### config.mk
export PLATFORM = sky130hd
export DESIGN_NAME = alu_register_bank_flat
export DESIGN_NICKNAME = d
export VERILOG_FILES = /design/src/rtl/alu_register_bank_if.sv /design/src/rtl/alu_register_bank.sv /design/src/flat_wrapper.sv
export SDC_FILE = /design/constraint.sdc
export NUM_CORES = 2
export LEC_CHECK = 0
export ABC_AREA = 1
export CAP_MARGIN = 0
export CORE_ASPECT_RATIO = 1.5
export CORE_UTILIZATION = 29
export CTS_BUF_LIST = sky130_fd_sc_hd__clkbuf_8 sky130_fd_sc_hd__clkbuf_16
export CTS_CLUSTER_SIZE = 28
export DETAILED_ROUTE_END_ITERATION = 7
export REMOVE_ABC_BUFFERS = 1
export SETUP_SLACK_MARGIN = 0.3
export SLEW_MARGIN = 20
export SYNTH_ARGS = -nofsm -noshare
export SYNTH_HDL_FRONTEND = slang
export SYNTH_SLANG_ARGS = --single-unit
### constraint.sdc
create_clock -name clk -period 26.5 [get_ports clk]
set_input_delay 7.95 -clock clk [delete_from_list [all_inputs] [get_ports clk]]
set_output_delay 7.95 -clock clk [all_outputs]
set_load 0.005 [all_outputs]
### src/rtl/alu_register_bank_if.sv
// Register-file / ALU bus: read and write ports on the register bank plus the ALU opcode, results and status flags.
interface alu_register_bank_if #(
  parameter int DATA_W = 32,
  parameter int ADDR_W = 4
);
  logic [ADDR_W-1:0] read_reg1;
  logic [ADDR_W-1:0] read_reg2;
  logic [ADDR_W-1:0] write_reg;
  logic [DATA_W-1:0] write_data;
  logic              write_enable;
  logic [3:0]        opcode;
  logic [DATA_W-1:0] data_out1;
  logic [DATA_W-1:0] data_out2;
  logic [DATA_W-1:0] alu_result;
  logic              zero_flag;
  logic              carry_flag;
  logic              overflow_flag;
  logic              negative_flag;

  modport master (
    output read_reg1, read_reg2, write_reg, write_data, write_enable, opcode,
    input  data_out1, data_out2, alu_result, zero_flag, carry_flag, overflow_flag, negative_flag
  );

  modport slave (
    input  read_reg1, read_reg2, write_reg, write_data, write_enable, opcode,
    output data_out1, data_out2, alu_result, zero_flag, carry_flag, overflow_flag, negative_flag
  );
endinterface

### src/rtl/alu_register_bank.sv
// 2**ADDR_W x DATA_W register bank (two async reads, one sync write) feeding a combinational ALU.
// Optional: define REG_ZERO_HARDWIRED_EN to make R0 read as zero and ignore writes to it.
module alu_register_bank #(
  parameter int DATA_W = 32,
  parameter int ADDR_W = 4
) (
  input logic                clk,
  input logic                rst,
  alu_register_bank_if.slave bus
);
  localparam int NREG = 2**ADDR_W;
  localparam int SH_W = $clog2(DATA_W);

  localparam logic [3:0] OP_ADD  = 4'h0, OP_SUB  = 4'h1, OP_AND  = 4'h2, OP_OR   = 4'h3,
                         OP_XOR  = 4'h4, OP_NOR  = 4'h5, OP_NOT  = 4'h6, OP_SLL  = 4'h7,
                         OP_SRL  = 4'h8, OP_SRA  = 4'h9, OP_SLT  = 4'hA, OP_SLTU = 4'hB,
                         OP_INC  = 4'hC, OP_DEC  = 4'hD, OP_PASA = 4'hE, OP_PASB = 4'hF;

  logic [DATA_W-1:0] regs [NREG];
  logic              wr_ok;

`ifdef REG_ZERO_HARDWIRED_EN
  assign wr_ok         = bus.write_enable && (bus.write_reg != '0);
  assign bus.data_out1 = (bus.read_reg1 == '0) ? '0 : regs[bus.read_reg1];
  assign bus.data_out2 = (bus.read_reg2 == '0) ? '0 : regs[bus.read_reg2];
`else
  assign wr_ok         = bus.write_enable;
  assign bus.data_out1 = regs[bus.read_reg1];
  assign bus.data_out2 = regs[bus.read_reg2];
`endif

  // Reset preloads each register with its own index so operands are meaningful straight out of reset.
  always_ff @(posedge clk or posedge rst) begin
    if (rst) begin
      for (int i = 0; i < NREG; i++) regs[i] <= DATA_W'(i);
    end else if (wr_ok) begin
      regs[bus.write_reg] <= bus.write_data;
    end
  end

  logic [DATA_W-1:0] a, b, op2, res;
  logic [DATA_W:0]   add_w, sub_w;
  logic              carry, ovf;

  assign a     = bus.data_out1;
  assign b     = bus.data_out2;
  // INC/DEC reuse the adder/subtractor with a constant 1 second operand.
  assign op2   = (bus.opcode == OP_INC || bus.opcode == OP_DEC) ? DATA_W'(1) : b;
  assign add_w = {1'b0, a} + {1'b0, op2};
  assign sub_w = {1'b0, a} - {1'b0, op2};

  always_comb begin
    res   = '0;
    carry = 1'b0;
    ovf   = 1'b0;
    case (bus.opcode)
      OP_ADD, OP_INC: begin
        res   = add_w[DATA_W-1:0];
        carry = add_w[DATA_W];
        ovf   = (a[DATA_W-1] == op2[DATA_W-1]) && (res[DATA_W-1] != a[DATA_W-1]);
      end
      OP_SUB, OP_DEC: begin
        res   = sub_w[DATA_W-1:0];
        carry = ~sub_w[DATA_W];
        ovf   = (a[DATA_W-1] != op2[DATA_W-1]) && (res[DATA_W-1] != a[DATA_W-1]);
      end
      OP_AND:  res = a & b;
      OP_OR:   res = a | b;
      OP_XOR:  res = a ^ b;
      OP_NOR:  res = ~(a | b);
      OP_NOT:  res = ~a;
      OP_SLL:  res = a << b[SH_W-1:0];
      OP_SRL:  res = a >> b[SH_W-1:0];
      OP_SRA:  res = DATA_W'($signed(a) >>> b[SH_W-1:0]);
      OP_SLT:  res = {{(DATA_W-1){1'b0}}, ($signed(a) < $signed(b))};
      OP_SLTU: res = {{(DATA_W-1){1'b0}}, (a < b)};
      OP_PASA: res = a;
      OP_PASB: res = b;
      default: res = '0;
    endcase
  end

  assign bus.alu_result    = res;
  assign bus.zero_flag     = (res == '0);
  assign bus.negative_flag = res[DATA_W-1];
  assign bus.carry_flag    = carry;
  assign bus.overflow_flag = ovf;
endmodule

### src/flat_wrapper.sv
// flat-port wrapper written by rule: the top's interface ports become plain ports
module alu_register_bank_flat 
#(
  parameter int DATA_W = 32,
  parameter int ADDR_W = 4
)
  (clk, rst, bus_read_reg1, bus_read_reg2, bus_write_reg, bus_write_data, bus_write_enable, bus_opcode, bus_data_out1, bus_data_out2, bus_alu_result, bus_zero_flag, bus_carry_flag, bus_overflow_flag, bus_negative_flag);
  alu_register_bank_if #(.DATA_W(DATA_W), .ADDR_W(ADDR_W)) bus_i ();
  input logic clk;
  input logic rst;
  input wire logic [$bits(bus_i.read_reg1)-1:0] bus_read_reg1;
  input wire logic [$bits(bus_i.read_reg2)-1:0] bus_read_reg2;
  input wire logic [$bits(bus_i.write_reg)-1:0] bus_write_reg;
  input wire logic [$bits(bus_i.write_data)-1:0] bus_write_data;
  input wire logic [$bits(bus_i.write_enable)-1:0] bus_write_enable;
  input wire logic [$bits(bus_i.opcode)-1:0] bus_opcode;
  output wire logic [$bits(bus_i.data_out1)-1:0] bus_data_out1;
  output wire logic [$bits(bus_i.data_out2)-1:0] bus_data_out2;
  output wire logic [$bits(bus_i.alu_result)-1:0] bus_alu_result;
  output wire logic [$bits(bus_i.zero_flag)-1:0] bus_zero_flag;
  output wire logic [$bits(bus_i.carry_flag)-1:0] bus_carry_flag;
  output wire logic [$bits(bus_i.overflow_flag)-1:0] bus_overflow_flag;
  output wire logic [$bits(bus_i.negative_flag)-1:0] bus_negative_flag;
  assign bus_i.read_reg1 = bus_read_reg1;
  assign bus_i.read_reg2 = bus_read_reg2;
  assign bus_i.write_reg = bus_write_reg;
  assign bus_i.write_data = bus_write_data;
  assign bus_i.write_enable = bus_write_enable;
  assign bus_i.opcode = bus_opcode;
  assign bus_data_out1 = bus_i.data_out1;
  assign bus_data_out2 = bus_i.data_out2;
  assign bus_alu_result = bus_i.alu_result;
  assign bus_zero_flag = bus_i.zero_flag;
  assign bus_carry_flag = bus_i.carry_flag;
  assign bus_overflow_flag = bus_i.overflow_flag;
  assign bus_negative_flag = bus_i.negative_flag;
  alu_register_bank #(.DATA_W(DATA_W), .ADDR_W(ADDR_W)) u_core (.clk(clk), .rst(rst), .bus(bus_i));
endmodule
# Yosys cells after proc, flatten, opt, wreduce, memory -nomap -nowiden
# Index checks and enable logic that the tools add are counted.
# Widths: inputs -> output; s select.
# classes
n_addsub,2
mul,0
div_mod_pow,0
magnitude_cmp,6
eq_ne,19
shift,3
mux,13
bitwise,9
reduce_logical,8
# op_table
op,count
$bwmux 512,1
$pmux 32 s14,1
$bmux 32 s4,2
$mux 32,6
$demux 32 s4,1
$lt 32x32->1,2
$not 32->32,2
$add 32x32->33,1
$sub 32x32->33,1
$and 32x32->32,1
$eq 4x4->1 const B,8
$logic_not 32->1,1
$or 32x32->32,1
$shl 32x5->32,1
$shr 32x5->32,1
$sshr 32x5->32,1
$xor 32x32->32,1
$eq 4x3->1 const B,4
$ge 5x5->1 const B,3
$not 4->5,3
$eq 4x2->1 const B,2
$lt 5x1->1 const B,1
$eq 4x1->1 const B,1
$logic_not 4->1,1
other kinds (7),13
# word_totals
ff_bits,512
latchBits,0
ram_bits,0
romBits,0
input_bits,51
out_inout_bits,100
memories,0

# Logic depth before layout (Yosys ltp)
# depth
ltp_word,9
depth_mapped,36
depth_no_buf,32

# Least setup slack after synthesis
# No wires, ideal clock.
# synth_timing
path_kind,input to output
startpoint,in bus_read_reg2[1]
endpoint,out bus_zero_flag
t_arrival_ns,11.612
required_time_ns,18.550
slack_ns,6.938
cell_stages,34
path_buffers,6
path_cell_list,buf_4 > buf_4 > buf_4 > buf_2 > buf_2 > o21ai_0 > a21oi_1 > o221ai_1 > nand2_1 > inv_2 > nor2_1 > inv_1 > ha_1 > clkbuf_1 > nand2_1 > nor2_1 > nand2_1 > o21ai_0 > nand2_1 > nand2_1 > nand2_1 > nand2_1 > nand2_1 > nand2_1 > nand2_1 > nand3_1 > nand2_1 > nor2_1 > nand3_1 > nor2_1 > nand2_1 > nor2_1 > nand2_1 > nor2_1
# synth_between
elab_chain_len,8
# synth_rtl
item,line_no,rtl
"start, declared",flat_wrapper.sv:12,input wire logic [$bits(bus_i.read_reg2)-1:0] bus_read_reg2;
$not 4->5 (not written as such) *,alu_register_bank.sv:29,assign bus.data_out2 = regs[bus.read_reg2];
$bmux 32 s4 *,alu_register_bank.sv:29,
$mux 32 (not written as such) * (2 in a row),alu_register_bank.sv:29,
named net bus_data_out2[7],flat_wrapper.sv:18,output wire logic [$bits(bus_i.data_out2)-1:0] bus_data_out2;
$mux 32 *,alu_register_bank.sv:48,assign op2 = (bus.opcode == OP_INC || bus.opcode == OP_DEC) ? DATA_W'(1) : b;
$sub 32x32->33 or $add 32x32->33 (tied branches),"alu_register_bank.sv:50, alu_register_bank.sv:49",
$pmux 32 s14 *,alu_register_bank.sv:56,case (bus.opcode)
named net bus_alu_result[25],flat_wrapper.sv:19,output wire logic [$bits(bus_i.alu_result)-1:0] bus_alu_result;
$logic_not 32->1 *,alu_register_bank.sv:84,assign bus.zero_flag = (res == '0);
"end, declared",flat_wrapper.sv:20,output wire logic [$bits(bus_i.zero_flag)-1:0] bus_zero_flag;
# Mark *: on every way through the listed nets, which the timed path passes. The rest lies on a longest branch. The select of a mux whose other input is x is not followed.

# Final worst setup path
# layout_timing
startpoint,in bus_read_reg2[2]
endpoint,out bus_zero_flag
# layout_between
elab_chain_len,8
# layout_rtl
item,line_no,rtl
$not 4->5 (not written as such) *,alu_register_bank.sv:29,
$bmux 32 s4 *,alu_register_bank.sv:29,
$mux 32 (not written as such) * (2 in a row),alu_register_bank.sv:29,
$mux 32 or $or 32x32->32 (tied branches),"alu_register_bank.sv:48, alu_register_bank.sv:68, alu_register_bank.sv:70",
"$sub 32x32->33, or another cell as far along",alu_register_bank.sv:50,"assign sub_w = {1'b0, a} - {1'b0, op2};"
$pmux 32 s14 *,alu_register_bank.sv:56,
$logic_not 32->1 *,alu_register_bank.sv:84,
# Mark *: on every way between the ends. The rest lies on a longest branch, timed or not. The select of a mux whose other input is x is not followed.

==> impl_metrics.py <==
metrics = {
    "outcome": {
        "status": "finished clean",
    },
    "grt": {
        "groute.usage.overall_pct": 25.01,
        "grt_pass1_vias": 39471,
        "antenna_found_initial": 14,
        "overflow": 0,
        "grt_pass1_wl_microns": 258300,
        "grt_max_degree": 215,
    },
    "worst_setup_path": {
        "crit_path_start": "bus_read_reg2[2]",
        "worst_setup_path_start_kind": "input pin",
        "crit_top_cell": "nand2_1",
        "worst-path-buf-inv": 10,
        "slowest_delay_ns": 0.88,
        "crit_cells": 31,
        "cp-endpoint": "bus_zero_flag",
        "rr_worst_depth": 2,
        "critical_path.top_delay_family": "buffers and inverters",
        "critPathSlowestCell": "o21ai_0",
        "worst_r2r_endpoint": "u_core.regs[128]",
        "cp.required_ns": 18.55,
        "end_kind": "primary output",
        "arrival_ns": 15.12,
        "regToRegSetupSlack_ns": 25.61,
        "worstSetupPathType": "in2out",
        "crit_fanout": 37,
        "r2r-start": "u_core.regs[128]",
    },
    "sta": {
        "setup_viol": 0,
        "post-route-min-period_ns": 23.07,
        "min_period_over_period_pct": 87.05,
        "tightest_slew_ns": 1.165,
        "finalSetupTns_ns": 0,
        "finalWorstSetupSlack_ns": 3.431,
        "fmaxAchievable_mhz": 43.35,
        "rsz0062_at_grt": "false",
        "final-hold-violation-count": 0,
        "maxSlewViolCount": 0,
        "maxSlewHeadroom_pct": 21.64,
        "finClkSkew_ns": 0,
    },
    "final_layout": {
        "fillers": 14904,
        "seqCellArea_sq_um": 12850,
        "multi_input_area_sq_um": 22280,
        "layout-drive-gt1-share_pct": 5.016,
        "syn_to_final_growth_pct": 9.063,
        "layout.cells.most_common": "nand2_1",
        "final_cell_mix": "nand2_1, o21ai_0, nand3_1",
        "utilization_pct": 31.94,
        "largest_registers": "u_core.regs: 512 flops",
        "regMostFlops": "u_core.regs",
        "largest_reg_flops": 512,
        "nets": 5960,
    },
    "logic_synthesis": {
        "synth.area.top_cells": "dfrtp_1, nand2_1, o21ai_0, nand3_1, ha_1",
        "synth_edf_count": 0,
        "synth_top_area_share_pct": 30.38,
        "synth_top_area_cell": "dfrtp_1",
        "netlist-cell-type-count": 50,
        "synth.cell_area_sq_um": 39540,
        "synthCells": 5901,
        "ys_seq_area_share_pct": 32.51,
        "syn_avg_cell_area_sq_um": 6.700,
        "yosys_warnings": 0,
        "async_flop_share_pct": 100.0,
        "synth_ff_type": "dfrtp_1",
        "ys_ff_latch": 512,
    },
    "clock_network": {
        "htreeDepth": 2,
        "cts_made_buffers": 44,
        "cts_root_buf": "clkbuf_16",
        "clkSinkCount": 512,
        "cts_tree": "done",
        "ctsHoldBuffers": 0,
        "clock_path_buffers": 3,
        "ctsResizeCount": 0,
        "clk_latency_ns": 0.58,
        "clk_pin_slew_ns": 0.07,
        "post_cts_buffers": 0,
    },
    "hold_path": {
        "min_path_type": "reg2reg",
        "hold_path_depth": 2,
    },
    "floorplan": {
        "core_sq_um": 135000,
        "std_cell_rows": 165,
        "start_util_pct": 29.28,
        "die_area_sq_um": 137800,
        "dieHeight_microns": 454.2,
        "top_level_ports": 151,
        "die_x_microns": 303.5,
    },
    "routing": {
        "drt_iter0_drc": 4329,
        "drc": 0,
        "vias": 41915,
        "ant_nets": 0,
        "routedWlPerCell_microns": 23.39,
        "via_per_inst": 5.560,
        "wl_microns": 176300,
        "dr.pass1.iters": 6,
    },
    "power": {
        "power.static_leakage_nw": 19.76,
        "powerDensity_nw_per_um2": 67.17,
        "ir_drop_mv": 0.04428,
    },
    "run": {
        "drv_cap": 0,
    },
    "place": {
        "dp_slack_ns": 3.701,
        "hpwl_microns": 117400,
        "place.gp.congestion": 1.057,
        "port-buffer-count": 150,
    },
}
## worst min path at each step
| stage | startpoint | endpoint | slack (ns) |
|---|---|---|---|
| floorplan | u_core.regs[10] | u_core.regs[10] | 0.45 |
| global placement | u_core.regs[408] | u_core.regs[408] | 0.47 |
| detailed placement | u_core.regs[294] | u_core.regs[294] | 0.47 |
| CTS | u_core.regs[393] | u_core.regs[393] | 0.49 |
| global route | u_core.regs[19] | u_core.regs[19] | 0.50 |
| finish | u_core.regs[350] | u_core.regs[350] | 0.48 |
## cells in the mapped netlist, types with 3 or more instances
cell and instances:
o21bai_1 7, inv_1 536, o211ai_1 245, o21ai_1 50, nor2_1 348, inv_2 16
ha_1 161, nand3_2 3, a221oi_1 24, buf_6 54, nand2_1 1414, nand2_2 15
dfrtp_1 480, buf_2 92, buf_8 3, a21o_1 8, buf_1 15, a21boi_0 4
clkbuf_1 234, nor3_1 20, o211ai_2 4, dfstp_2 32, or2_1 6, o22ai_1 13
or2_0 6, a21oi_1 365, o21a_1 7, or2_2 16, o31ai_1 7, nor4_1 14
buf_4 47, a211oi_1 4, xor2_1 17, o2111ai_1 12, nand3_1 739, nand4_1 40
o21ai_0 804, clkinv_1 5, o221ai_1 20
## per-stage QoR
step	hold slack [ns]	instances	instance area, sq um	total power, mW
6_report	0.4838	7538	43120	2.897
5_1_grt	0.5045	7536	43120	3.074
4_1_cts	0.4896	7534	43110	2.887
3_5_place_dp	0.4728	7453	41670	2.208
3_3_place_gp	0.4659	7453	41670	2.194
2_1_floorplan	0.4530	5456	37140	1.748
## kinds of logic (layout without fill, tap and decap cells)
group                    Yosys count  in the layout  share of synthesized area, %
AND/OR/NAND/NOR                 2626           2626                         28.06
other                              0              4                             0
adder cells (fa/ha/maj)          163            163                         5.196
buffers and inverters           1003            883                         11.38
XOR/XNOR                          17             17                        0.3766
AO/OA/AOI/OAI                   1580           1580                         22.48
flip-flops                       512            512                         32.51
## power breakdown
| group | switching [mW] | internal [mW] | total (mW) | leakage, nW |
|---|---|---|---|---|
| Combinational | 0.793 | 0.370 | 1.16 | 12.7 |
| Sequential | 0.103 | 0.955 | 1.06 | 6.32 |
| Clock | 0.319 | 0.357 | 0.676 | 0.753 |
| Total | 1.21 | 1.68 | 2.90 | 19.8 |
## routing by layer
| metal | track usage (%) | vias up | routed length [microns] |
|---|---|---|---|
| met4 | 18.42 | 18 | 14770 |
| met3 | 3.555 | 481 | 13380 |
| met1 | 28.93 | 19970 | 64810 |
| met2 | 41.79 | 1978 | 83220 |
| met5 | 0 | - | 105 |
| li1 | - | 19468 | - |
## tightest hold or removal path, cell delays in order, from the launching register on
cell and delay, ns:
dfrtp_1 0.35, nand2_1 0.05, o21ai_0 0.05
## area by class of cell
type	instances	area share, %
diodes	4	0.02321
clock buffers	51	2.803
clock inverters	30	0.5339
inverters	558	4.889
multi-input cells	4386	51.66
flip-flops and latches	512	29.80
well taps	1753	5.086
repair buffers	244	5.200
Note: power is estimated with default switching activity, not from simulation.
